File: src/rtl/pam_rx_pkg.sv
// pam_rx_pkg: shared PAM receiver sizing helpers, default geometry and FSM encoding.
package pam_rx_pkg;
    function automatic int bps_of(input int order);
        return $clog2(order);
    endfunction
    function automatic int cnt_w(input int n);
        return n > 1 ? $clog2(n) : 1;
    endfunction
    localparam int BPS = bps_of(4);
    localparam int SPW = 32 / BPS;
    localparam int WPF = 1024 / SPW;
    localparam int SYM_CNT_W = cnt_w(SPW);
    localparam int WORD_CNT_W = cnt_w(WPF);
    typedef enum logic [1:0] {IDLE = 2'd0, PACK = 2'd1, DRAIN = 2'd2} state_t;
endpackage

File: src/rtl/pam_slicer.sv
// pam_slicer: uniform-threshold PAM decision, the top BPS bits of an offset-binary sample.
module pam_slicer #(
    parameter int AD_CVER_WIDTH = 12,
    parameter int BPS = 2
) (
    input  logic [AD_CVER_WIDTH-1:0] sample,
    output logic [BPS-1:0] symbol
);
    assign symbol = sample[AD_CVER_WIDTH-1 -: BPS];
endmodule

File: src/rtl/pam_demap_pack.sv
// pam_demap_pack: slices PAM samples into symbols, packs them LSB-first into words
// and streams framed words over AXI-Stream with tlast and a frame_done pulse.
module pam_demap_pack
    import pam_rx_pkg::*;
#(
    parameter int AD_CVER_WIDTH = 12,
    parameter int PAM_ORDER = 4,
    parameter int DATA_WIDTH = 32,
    parameter int LENGTH_DATA = 1024
) (
    input  logic clk,
    input  logic rst,
    input  logic [AD_CVER_WIDTH-1:0] syn_demodu_data,
    input  logic syn_demodu_valid,
    output logic syn_demodu_ready,
    output logic [DATA_WIDTH-1:0] S_AXIS_tdata,
    output logic [DATA_WIDTH/8-1:0] S_AXIS_tkeep,
    output logic S_AXIS_tlast,
    output logic S_AXIS_tvalid,
    input  logic S_AXIS_tready,
    output logic frame_done
);
    localparam int NB = bps_of(PAM_ORDER);
    localparam int NS = DATA_WIDTH / NB;
    localparam int NW = LENGTH_DATA / NS;
    localparam int SW = cnt_w(NS);
    localparam int WW = cnt_w(NW);
    state_t state;
    logic [SW-1:0] sym_cnt;
    logic [WW-1:0] word_cnt;
    logic [NB-1:0] sym;
    logic [DATA_WIDTH-1:0] acc, nxt;
    logic accept, done, last_word, xfer;
    pam_slicer #(.AD_CVER_WIDTH(AD_CVER_WIDTH), .BPS(NB)) u_slicer (
        .sample(syn_demodu_data),
        .symbol(sym)
    );
    assign S_AXIS_tkeep = '1;
    assign xfer = S_AXIS_tvalid && S_AXIS_tready;
    // Only the word-completing symbol needs a free output register, so stall just there.
    assign syn_demodu_ready = !rst && state != DRAIN
        && !(S_AXIS_tvalid && !S_AXIS_tready && sym_cnt == SW'(NS - 1));
    assign accept = syn_demodu_valid && syn_demodu_ready;
    assign done = accept && sym_cnt == SW'(NS - 1);
    assign last_word = word_cnt == WW'(NW - 1);
    always_comb begin
        nxt = acc;
        nxt[int'(sym_cnt) * NB +: NB] = sym;
    end
    always_ff @(posedge clk) begin
        if (rst) begin
            state <= IDLE;
            sym_cnt <= '0;
            word_cnt <= '0;
            acc <= '0;
            S_AXIS_tdata <= '0;
            S_AXIS_tlast <= 1'b0;
            S_AXIS_tvalid <= 1'b0;
            frame_done <= 1'b0;
        end else begin
            frame_done <= xfer && S_AXIS_tlast;
            if (xfer) begin
                S_AXIS_tvalid <= 1'b0;
                S_AXIS_tlast <= 1'b0;
            end
            if (accept) begin
                acc <= nxt;
                sym_cnt <= done ? '0 : sym_cnt + 1'b1;
            end
            // A completion overrides the transfer clear, so back-to-back words keep tvalid high.
            if (done) begin
                S_AXIS_tdata <= nxt;
                S_AXIS_tvalid <= 1'b1;
                S_AXIS_tlast <= last_word;
                word_cnt <= last_word ? '0 : word_cnt + 1'b1;
            end
            case (state)
                IDLE: state <= done && last_word ? DRAIN : accept ? PACK : IDLE;
                PACK: state <= done && last_word ? DRAIN : PACK;
                DRAIN: state <= xfer && S_AXIS_tlast ? IDLE : DRAIN;
                default: state <= IDLE;
            endcase
        end
    end
endmodule

File: config.mk
export PLATFORM = sky130hd
export DESIGN_NAME = pam_demap_pack
export DESIGN_NICKNAME = d
export VERILOG_FILES = /design/src/rtl/pam_rx_pkg.sv /design/src/rtl/pam_slicer.sv /design/src/rtl/pam_demap_pack.sv
export SDC_FILE = /design/constraint.sdc
export NUM_CORES = 1
export LEC_CHECK = 0
export CORE_MARGIN = 1
export CORE_UTILIZATION = 35
export CTS_BUF_LIST = sky130_fd_sc_hd__clkbuf_4
export DETAILED_ROUTE_END_ITERATION = 7
export HOLD_SLACK_MARGIN = 0.06
export PLACE_DENSITY = 0.54
export RECOVER_POWER = 50
export SETUP_SLACK_MARGIN = 0.15
export SYNTH_ARGS = -nofsm -noshare
export SYNTH_HDL_FRONTEND = slang
export SYNTH_HIERARCHICAL = 1
export SYNTH_SLANG_ARGS = --single-unit
File: constraint.sdc
create_clock -name clk -period 2.9 [get_ports clk]
set_input_delay 0.29 -clock clk [delete_from_list [all_inputs] [get_ports clk]]
set_output_delay 0.29 -clock clk [all_outputs]
set_load 0.02 [all_outputs]
==> results.md <==
* Flip-flop and latch count after synthesis at 79
* Total inserted antenna cells at 0
* Required time of the worst setup path at 2610 ps
* Portion of total power attributed to sequential cells at 0.546
* Antenna violations before repair at 0
* Switching share of power at 0.251
* Net switching power of the design at 513 µW
* Capture point of the worst path: syn_demodu_ready
* Number of global-route vias before repair at between 2000 and 3000
* Post-detailed-route DRC marker count at 0
* Clock buffer count from CTS at 9
* Total half-perimeter wirelength after legalization and detailed placement at 5.61 mm
* Finish-stage setup viols at 0
* Netlist cell types at between 40 and 50
* Fin cells at 584
* Setup skew after layout at 16.5 ps
* Worst Path Max Fanout at 7
* Setup repair after global routing missed its margin: false
* Number of input and output port buffers inserted at between 40 and 50
* Final weighted congestion in routability-driven placement at 0.786
* Share of async-settable or async-resettable flops after synthesis at 0
* Vias post-DR at 2966
* Overflow left after global routing at 0
* Crit path launch: sym_cnt[1]
* Core ar. at between 10000 and 15000 µm²
* Kind of start point of the critical path: flop
* Result of the run: finished, final reports clean
* I/O pin cnt at 56
* Post-Syn Area per Cell at 8.97 µm²
* Count of standard-cell rows at 37
* Hold slack at 297 ps
* Tmin final at about 2500 ps
* Primary flip-flop cell chosen by synthesis mapping: sky130_fd_sc_hd__dfxtp_1
* Number of warnings issued by yosys at 6
* Arrival time at the worst endpoint at 2190 ps
* Measured slew at the worst slew-check pin at 955 ps
* Endpoint of the most critical register-to-register path: acc[23]
* Routed length per placed instance at 13.8 µm
* R2R setup slack at approximately 440 ps
* Vias per std cell at 5.08
* Die area at 10900 µm²
* Buffer cell driving the clock tree root: sky130_fd_sc_hd__clkbuf_4
* Portion of the post-synthesis area used by sequential elements at 0.429
* Total Routing Usage GR at 0.160
* Number of iterations in the first detailed-routing pass at 4
* CTS H-Tree Depth at 3
* Maximum number of pins on one net before global-route repair at 51
* Buffers inserted during post-CTS setup optimization at 0
* First-pass GRT wire length at 14.1 mm
* LEAKAGE at 0.00148 µW
* Antenna violation net count after detailed routing at 0
* Highest Clock Rate at 404 MHz
* Max-slew violations at 0
* Die Y at 105 µm
* Deepest clock path buffer count at 2
* Fraction of layout instances using a drive strength above 1 at 0.0915
* CP endpoint kind: output pin
* Most common cell after layout, fill and taps aside: sky130_fd_sc_hd__dfxtp_1
* Power after layout at between 2000 and 2500 µW
* Setup total negative slack at 0 ps
* Post-synth EDFFs at 0
* Power per cell area at 473 nW/µm²
* Tightest slew margin relative to the limit at 0.357
* Initial core utilization at 0.359
* Max IR drop VDD at between 0.2 and 0.25 mV
* Post-synthesis instance area at 3680 µm²
* Clock share of power at 0.362
* Cell count after placement at 568
* CTS tree: built
* Synthesis-to-finish area growth at 17.1%
* Number of resized instances in the post-cts repair step at 0
* Horizontal die dimension at about 100 µm
* Worst Setup Path Type: flop to output pin
* Post-Syn Instances at slightly above 400
* Worst min-delay path category: input port to flop
* Post-CTS Hold Buffers at 0
* Clock sink total at 79
* Combinational group share of total power at 0.093
* Final Hold Vio Count at 0
* Max-cap viol count at 0
* Clk_lat worst skew at 420 ps
* Final period utilization at 0.855
* Number of DRC markers after the initial detailed-route iteration at 139
* Drt total wl at 8.08 mm
* FF-to-FF path depth at 7
* Most frequent cells in the layout: sky130_fd_sc_hd__dfxtp_1 (79), sky130_fd_sc_hd__nor2_1 (45), sky130_fd_sc_hd__o21ai_0 (39)
* Source of the worst register-to-register timing path: sym_cnt[3]
* CTS clk-pin slew, worst paths at ~130 ps
* Number of nets in the layout at 463
* Design internal power at ~1500 µW
==> cells in the mapped netlist (5+ instances only) <==
| master | count | area (µm²) |
|---|---|---|
| sky130_fd_sc_hd__nand4_1 | 5 | 31.3 |
| sky130_fd_sc_hd__buf_2 | 5 | 25.0 |
| sky130_fd_sc_hd__nand3b_1 | 34 | 255 |
| sky130_fd_sc_hd__nand3_1 | 17 | 85.1 |
| sky130_fd_sc_hd__nor3_1 | 10 | 50.1 |
| sky130_fd_sc_hd__a211oi_1 | 19 | 143 |
| sky130_fd_sc_hd__buf_4 | 8 | 60.1 |
| sky130_fd_sc_hd__nand2b_1 | 6 | 37.5 |
| sky130_fd_sc_hd__clkbuf_1 | 16 | 60.1 |
| sky130_fd_sc_hd__nor2_1 | 44 | 165 |
| sky130_fd_sc_hd__mux2i_1 | 24 | 240 |
| sky130_fd_sc_hd__o21ai_0 | 39 | 195 |
| sky130_fd_sc_hd__dfxtp_1 | 79 | 1580 |
| sky130_fd_sc_hd__nand2_1 | 27 | 101 |
| sky130_fd_sc_hd__o31a_1 | 6 | 52.6 |
| sky130_fd_sc_hd__a21oi_1 | 13 | 65.1 |
==> final cells by class <==
type | count | area, µm²
Sequential cell | 79 | 1580
Multi-Input combinational cell | 300 | 1930
Clock inverter | 6 | 85.1
Fill cell | 1083 | 5960
Inverter | 4 | 15.0
Clock buffer | 10 | 75.1
Tap cell | 136 | 170
Timing Repair Buffer | 49 | 459
==> critical path: stages (launching register included) <==
cell	delay [ps]
sky130_fd_sc_hd__dfxtp_1	390
sky130_fd_sc_hd__ha_1	230
sky130_fd_sc_hd__and3_1	230
sky130_fd_sc_hd__a211oi_1	280
sky130_fd_sc_hd__clkdlybuf4s50_1	650
==> state kept, by name, summed over array words and instances (netlist names) <==
signal / count
S_AXIS_tdata: 32
S_AXIS_tlast: 1
S_AXIS_tvalid: 1
acc: 32
frame_done: 1
state: 2
sym_cnt: 4
word_cnt: 6
==> routing by layer <==
metal / track usage / wire length [µm] / vias to the layer above
li1: - / - / 1539
met1: 0.212 / 3950 / 1381
met3: 0.0381 / 224 / 8
met4: 0.0483 / 104 / 0
met2: 0.259 / 3800 / 38
met5: 0 / 0 / -
==> worst min-delay path by stage <==
stage / startpoint / end / slack [ps] / depth (start not counted)
2_1_floorplan: acc[30] / acc[30] / 430 / 2
3_3_place_gp: acc[30] / acc[30] / 450 / 2
3_5_place_dp: acc[30] / acc[30] / 450 / 2
4_1_cts: rst / S_AXIS_tvalid / 280 / 2
5_1_grt: rst / S_AXIS_tvalid / 310 / 2
6_report: rst / S_AXIS_tvalid / 300 / 2
==> kinds of logic after synthesis <==
group | after synthesis | synth area share
AND/OR/NAND/NOR | 172 | 0.275
multiplexers | 24 | 0.0652
XOR/XNOR | 7 | 0.0187
other | 1 | 0.00102
AO/OA/AOI/OAI | 89 | 0.152
adder cells (fa/ha/maj) | 4 | 0.0136
buffers and inverters | 35 | 0.0455
flip-flops | 79 | 0.429
==> per-stage QoR <==
step	setup slack, ps	area (µm²)	util
2_1_floorplan	474	3700	-
3_3_place_gp	488	4190	0.407
3_5_place_dp	451	4190	0.407
4_1_cts	401	4350	0.423
5_1_grt	266	4320	0.420
6_report	422	4320	0.420
==> power groups by stage <==
stage | Clock (µW) | Combinational, µW | Sequential [µW]
finish | 738 | 189 | 1110
floorplan | 0 | 154 | 1130
global route | 818 | 212 | 1120
detailed placement | 0 | 192 | 1140
global placement | 0 | 190 | 1140
CTS | 767 | 193 | 1110
(Power assumes the default switching activity.)
